$ cat config.mk
export PLATFORM = sky130hd
export DESIGN_NAME = spike_rate_decoder
export DESIGN_NICKNAME = d
export VERILOG_FILES = /design/src/rtl/snn_pkg.sv /design/src/rtl/sat_counter.sv /design/src/rtl/spike_rate_decoder.sv
export SDC_FILE = /design/constraint.sdc
export NUM_CORES = 1
export LEC_CHECK = 0
export CORE_ASPECT_RATIO = 2
export CORE_UTILIZATION = 25
export CTS_CLUSTER_SIZE = 30
export DETAILED_ROUTE_END_ITERATION = 10
export GPL_TIMING_DRIVEN = 0
export PLACE_DENSITY = 0.51
export SETUP_SLACK_MARGIN = 0.15
export SYNTH_ARGS = -nofsm -noshare
export SYNTH_HDL_FRONTEND = slang
export SYNTH_SLANG_ARGS = --single-unit
$ cat constraint.sdc
create_clock -name clk -period 3.1 [get_ports clk]
set_clock_uncertainty 0.05 [all_clocks]
set_input_delay 0.62 -clock clk [delete_from_list [all_inputs] [get_ports clk]]
set_output_delay 0.62 -clock clk [all_outputs]
set_load 0.02 [all_outputs]
$ cat src/rtl/snn_pkg.sv
// ============================================================================
// Module      : snn_pkg
// Description : Shared state encodings and defaults for the spike-rate path.
// Revision    : 1.0 - initial release
// ============================================================================
`default_nettype none

package snn_pkg;

  localparam int DEF_WIDTH = 8;
  localparam int DEF_WIN_W = 8;

  typedef enum logic [1:0] {
    IDLE  = 2'b00,
    COUNT = 2'b01,
    HOLD  = 2'b10,
    BAD   = 2'b11
  } state_e;

  // Reported interval when a window saw fewer than two spikes
  localparam logic [DEF_WIN_W-1:0] ISI_NONE = '1;

endpackage

`default_nettype wire

$ cat src/rtl/sat_counter.sv
// ============================================================================
// Module      : sat_counter
// Description : Up-counter that sticks at all ones; clear has priority.
// Revision    : 1.0 - initial release
// ============================================================================
`default_nettype none

module sat_counter #(
  parameter int W = 8
) (
  input  logic         clk,
  input  logic         rst,
  input  logic         clear_i,
  input  logic         inc_i,
  output logic [W-1:0] count_o,
  output logic         sat_flag_o
);

  logic [W-1:0] count_q;

  always_ff @(posedge clk or posedge rst) begin
    if (rst) begin
      count_q <= '0;
    end else if (clear_i) begin
      count_q <= '0;
    end else if (inc_i && !sat_flag_o) begin
      count_q <= count_q + W'(1);
    end
  end

  assign count_o    = count_q;
  assign sat_flag_o = &count_q;

endmodule

`default_nettype wire

$ cat src/rtl/spike_rate_decoder.sv
// ============================================================================
// Module      : spike_rate_decoder
// Description : Counts spikes over a latched window and reports the rate over
//               a valid/ready handshake. SPIKE_ISI_EN adds isi_min tracking.
// Revision    : 1.0 - initial release
// ============================================================================
`default_nettype none

module spike_rate_decoder
  import snn_pkg::*;
#(
  parameter int WIDTH = DEF_WIDTH,
  parameter int WIN_W = DEF_WIN_W
) (
  input  logic             clk,
  input  logic             rst,
  input  logic             enable,
  input  logic [WIN_W-1:0] window_len,
  input  logic             spike_in,
  output logic [WIDTH-1:0] rate_out,
  output logic             rate_valid,
  input  logic             rate_ready,
  output logic             overflow,
  output logic [1:0]       state_dbg
`ifdef SPIKE_ISI_EN
  ,
  output logic [WIN_W-1:0] isi_min
`endif
);

  state_e           state_q;
  logic [WIN_W-1:0] win_len_q;
  logic [WIN_W-1:0] win_cnt_q;
  logic             ovf_q;

  logic [WIDTH-1:0] spike_cnt;
  logic [WIDTH-1:0] final_cnt_d;
  logic             spike_sat;
  logic             counting;
  logic             spike_acc;
  logic             ovf_d;
  logic             last_sample;
  logic             done;
  logic             start_ok;

  assign counting    = (state_q == COUNT);
  assign spike_acc   = counting & spike_in;
  assign start_ok    = enable && (window_len != '0);
  assign last_sample = (win_cnt_q == win_len_q - WIN_W'(1));
  assign done        = counting & enable & last_sample;

  // Counter is held clear outside COUNT so every window starts from zero
  sat_counter #(.W(WIDTH)) u_spike_cnt (
    .clk        (clk),
    .rst        (rst),
    .clear_i    (!counting),
    .inc_i      (spike_acc),
    .count_o    (spike_cnt),
    .sat_flag_o (spike_sat)
  );

  assign final_cnt_d = (spike_acc && !spike_sat) ? spike_cnt + WIDTH'(1) : spike_cnt;
  assign ovf_d       = ovf_q | (spike_acc & spike_sat);

  always_ff @(posedge clk or posedge rst) begin
    if (rst) begin
      state_q    <= IDLE;
      win_len_q  <= '0;
      win_cnt_q  <= '0;
      ovf_q      <= 1'b0;
      rate_out   <= '0;
      rate_valid <= 1'b0;
      overflow   <= 1'b0;
    end else begin
      case (state_q)
        IDLE: begin
          if (start_ok) begin
            win_len_q <= window_len;
            win_cnt_q <= '0;
            ovf_q     <= 1'b0;
            state_q   <= COUNT;
          end
        end
        COUNT: begin
          if (!enable) begin
            state_q <= IDLE;
          end else if (last_sample) begin
            rate_out   <= final_cnt_d;
            overflow   <= ovf_d;
            rate_valid <= 1'b1;
            state_q    <= HOLD;
          end else begin
            win_cnt_q <= win_cnt_q + WIN_W'(1);
            ovf_q     <= ovf_d;
          end
        end
        HOLD: begin
          if (rate_ready) begin
            rate_valid <= 1'b0;
            if (start_ok) begin
              win_len_q <= window_len;
              win_cnt_q <= '0;
              ovf_q     <= 1'b0;
              state_q   <= COUNT;
            end else begin
              state_q <= IDLE;
            end
          end
        end
        default: state_q <= IDLE;
      endcase
    end
  end

  assign state_dbg = state_q;

`ifdef SPIKE_ISI_EN
  localparam logic [WIN_W-1:0] C_ISI_NONE = '1;

  logic [WIN_W-1:0] gap_cnt;
  logic [WIN_W-1:0] gap;
  logic [WIN_W-1:0] isi_run_q;
  logic [WIN_W-1:0] isi_run_d;
  logic             gap_sat;
  logic             seen_q;

  // gap_cnt holds the spike-free samples since the last spike
  sat_counter #(.W(WIN_W)) u_gap_cnt (
    .clk        (clk),
    .rst        (rst),
    .clear_i    (!counting | spike_in),
    .inc_i      (counting & ~spike_in),
    .count_o    (gap_cnt),
    .sat_flag_o (gap_sat)
  );

  assign gap       = gap_sat ? gap_cnt : gap_cnt + WIN_W'(1);
  assign isi_run_d = (spike_acc && seen_q && (gap < isi_run_q)) ? gap : isi_run_q;

  always_ff @(posedge clk or posedge rst) begin
    if (rst) begin
      seen_q    <= 1'b0;
      isi_run_q <= C_ISI_NONE;
      isi_min   <= C_ISI_NONE;
    end else if (!counting) begin
      seen_q    <= 1'b0;
      isi_run_q <= C_ISI_NONE;
    end else begin
      seen_q    <= seen_q | spike_in;
      isi_run_q <= isi_run_d;
      if (done) begin
        isi_min <= isi_run_d;
      end
    end
  end
`endif

endmodule

`default_nettype wire

==> impl_metrics.yaml <==
place:
  dpl_cell_area_um2: 2320
  port-buffer-count: 24
  dp_hpwl_um: 3720
  dp_cells: 315
  gp_congestion: 0.849
floorplanning:
  die_area_um2: 8240
  fp-row-count: 45
  dieHeight_um: 127
  fp.dieW_um: 64.7
  start_util: 0.259
  ios: 25
  core_area_um2: 7600
logic_synthesis:
  synth.avg_cell_area_um2: 9.98
  ys.flop_type: "dfrtp_1"
  syn_area_um2: 1970
  yosys.area.top_type_share: 0.471
  yosysWarnings: 0
  synthCells: 197
  synthArstFlopShare: 1.00
  ys_seq_area_frac: 0.471
  synth_nets: 213
  synth.area.top_cells: "dfrtp_1 47%, mux2_2 5.2%, a21oi_1 4.6%"
  synth_enable_flop_cells: 0
  yosysUniqueCellTypes: 41
  synth_seq_cells: 37
  synth_top_area_cell: "dfrtp_1"
sta:
  hold_viol: 0
  worst_slew_pin_slew_ns: 0.813
  setup_viol: 0
  drv_slew: 0
  fin_crit_sh: 0.879
  timing.final.crit_period_ns: 2.72
  fmax_mhz: 367
  rsz0062_at_grt: "false"
  slew_headroom: 0.457
clock_network:
  htreeDepth: 2
  path_clk_slew_ns: 0.06
  clk_latency_ns: 0.28
  cts_root_buf: "clkbuf_16"
  cts_buffers: 5
  cts_tree: "yes"
  clock-sinks: 37
  cts.path.max_buffers: 2
routing:
  drt_iter0_markers: 63
  dr.pass1.iters: 4
  wl_per_cell_um: 15.2
  ant_nets: 0
  vias: 1593
  vias_per_cell: 4.93
  routed_wl_um: 4900
  drc: 0
pwr:
  powerDensity_nw_per_um2: 682
  switchingPower_w: 0.000582
  power.total_w: 0.00169
  p_leak_nw: 1.05
  netSwitchingFraction: 0.345
  pwr-share-comb: 0.288
  ir_drop_v: 0.000249
  seqPwrFrac: 0.417
  clock_power_share: 0.296
  power.internal_w: 0.00110
global_routing:
  grt_use_total: 0.129
  grt_pass1_vias: 1612
  antenna_found_initial: 0
  grt_first_pass_wirelength_um: 7970
  grt-ovfl-total: 0
  grt_max_degree: 38
layout:
  postLayoutCellArea_um2: 2470
  syn2layout_area_growth_pct: 25.7
  instances_no_fill: 323
  nNetsFinal: 244
  drive_gt1_frac: 0.109
  antenna_cells: 0
setup_path:
  crit_path_start_kind: "register"
  arrival_ns: 2.84
  path_cells: "inv_1 -> ha_1 -> o21bai_1 -> a211oi_1 -> o21ai_1 -> a211oi_4 -> buf_6 -> nor2_1 -> a221o_1"
  crit_path_max_incr_delay_ns: 0.47
  worstPathRequired_ns: 3.22
  crit_type: "reg -> reg"
  critPathMaxFanout: 10
  end_kind: "register"
  slowest_stage: "a211oi_4"
job:
  drv_cap: 0
status:
  outcome: "finished, final reports clean"
min_path:
  hold_class: "reg -> reg"
==> synth_stat cells, types with 3 or more instances <==
cell type and count:
xor2_1 7, nor2_1 12, a21oi_1 18, inv_1 10, or4_1 3, and3_1 6
or3_1 5, o21ai_0 8, nand2_1 9, nand3_1 9, a31oi_1 6, nand2b_1 5
xnor2_1 8, nand4_1 4, nor3_1 7, mux2_2 9, and2_1 3, ha_1 3
dfrtp_1 37
==> power by group through the flow <==
| stage | sequential [W] | combinational [W] | clock [W] |
|---|---|---|---|
| global placement | 0.000711 | 0.000487 | 0 |
| floorplan | 0.000703 | 0.000332 | 0 |
| CTS | 0.000704 | 0.000496 | 0.000511 |
| finish | 0.000703 | 0.000485 | 0.000498 |
| global route | 0.000726 | 0.000538 | 0.000532 |
| detailed placement | 0.000711 | 0.000494 | 0 |
==> final timing paths <==
path	startpoint	end	slack, ns	cells after the start
min in group asynchronous	rst	rate_valid$_DFFE_PP0P_	0.77	2
setup reg to reg	win_len_q[0]$_DFFE_PP0P_	win_cnt_q[3]$_DFFE_PP0P_	0.38	9
max in group asynchronous	rst	win_len_q[0]$_DFFE_PP0P_	1.70	2
hold reg to reg	rate_out[5]$_DFFE_PP0P_	rate_out[5]$_DFFE_PP0P_	0.46	1
hold / removal	rate_out[5]$_DFFE_PP0P_	rate_out[5]$_DFFE_PP0P_	0.46	1
setup / recovery	win_len_q[0]$_DFFE_PP0P_	win_cnt_q[3]$_DFFE_PP0P_	0.38	9
==> per-stage QoR <==
stage	utilization	hold WS, ns	worst slack [ns]	setup TNS [ns]
floorplan	-	0.431	0.831	0
global placement	0.306	0.448	-0.208	-1.24
detailed placement	0.306	0.451	-0.193	-1.13
CTS	0.325	0.463	0.353	0
global route	0.325	0.477	0.208	0
finish	0.325	0.460	0.376	0
==> placed cells by master (no fill, tap or decap), drive strengths merged, types with 4 or more instances in the layout <==
| cell | instances |
|---|---|
| nand2 | 9 |
| and3 | 6 |
| o21ai | 9 |
| a21oi | 18 |
| or3 | 5 |
| nor3 | 7 |
| dfrtp | 37 |
| a31oi | 6 |
| nand2b | 5 |
| inv | 10 |
| xor2 | 7 |
| clkdlybuf4s50 | 24 |
| mux2 | 9 |
| clkbuf | 8 |
| nor2 | 12 |
| xnor2 | 8 |
| nand3 | 9 |
| nand4 | 4 |
==> layout make-up <==
type / instances / area, um2
inverters: 10 / 37.5
fillers: 808 / 5130
plain buffers: 6 / 33.8
repair buffers: 24 / 240
well taps: 94 / 118
clock buffers: 5 / 125
flip-flops and latches: 37 / 926
multi-input cells: 144 / 973
clock inverters: 3 / 17.5
==> cell families (layout without fill, tap and decap cells) <==
logic type	Yosys count	after routing	synth area share
adders and majority gates	3	3	0.0191
buffers and inverters	16	48	0.0363
and+or+nand+nor	67	67	0.187
xor gates and xnor gates	15	15	0.0668
AOI/OAI and AO/OA	49	49	0.163
DFF	37	37	0.471
muxes	10	10	0.0567
==> state kept, by name (all words and copies together), names as in the netlist <==
signal               cells
rate_valid               1
overflow                 1
state_dbg                2
u_spike_cnt.count_o      8
ovf_q                    1
win_len_q                8
win_cnt_q                8
rate_out                 8
==> layer usage <==
metal  up-vias  global-route usage  routed length (um)
li1        777                   -                   -
met1       793               0.121                1720
met2        16               0.259                2980
met3         7              0.0259                 123
met4         0              0.0471                  82
met5         -                   0                   0
==> critical path: cells and delay by family (launching register included) <==
kind | cells | cell delay, ns
AOI/OAI and AO/OA | 5 | 1.42
DFF | 1 | 0.46
and+or+nand+nor | 1 | 0.06
adders and majority gates | 1 | 0.30
buffers and inverters | 2 | 0.30
==> timing repair <==
action,CTS,global route
setup buffers,0,0
setup endpoints to repair,2,0
gates resized for setup,1,0
hold buffers,0,0
Power figures use the tool's default switching activity.
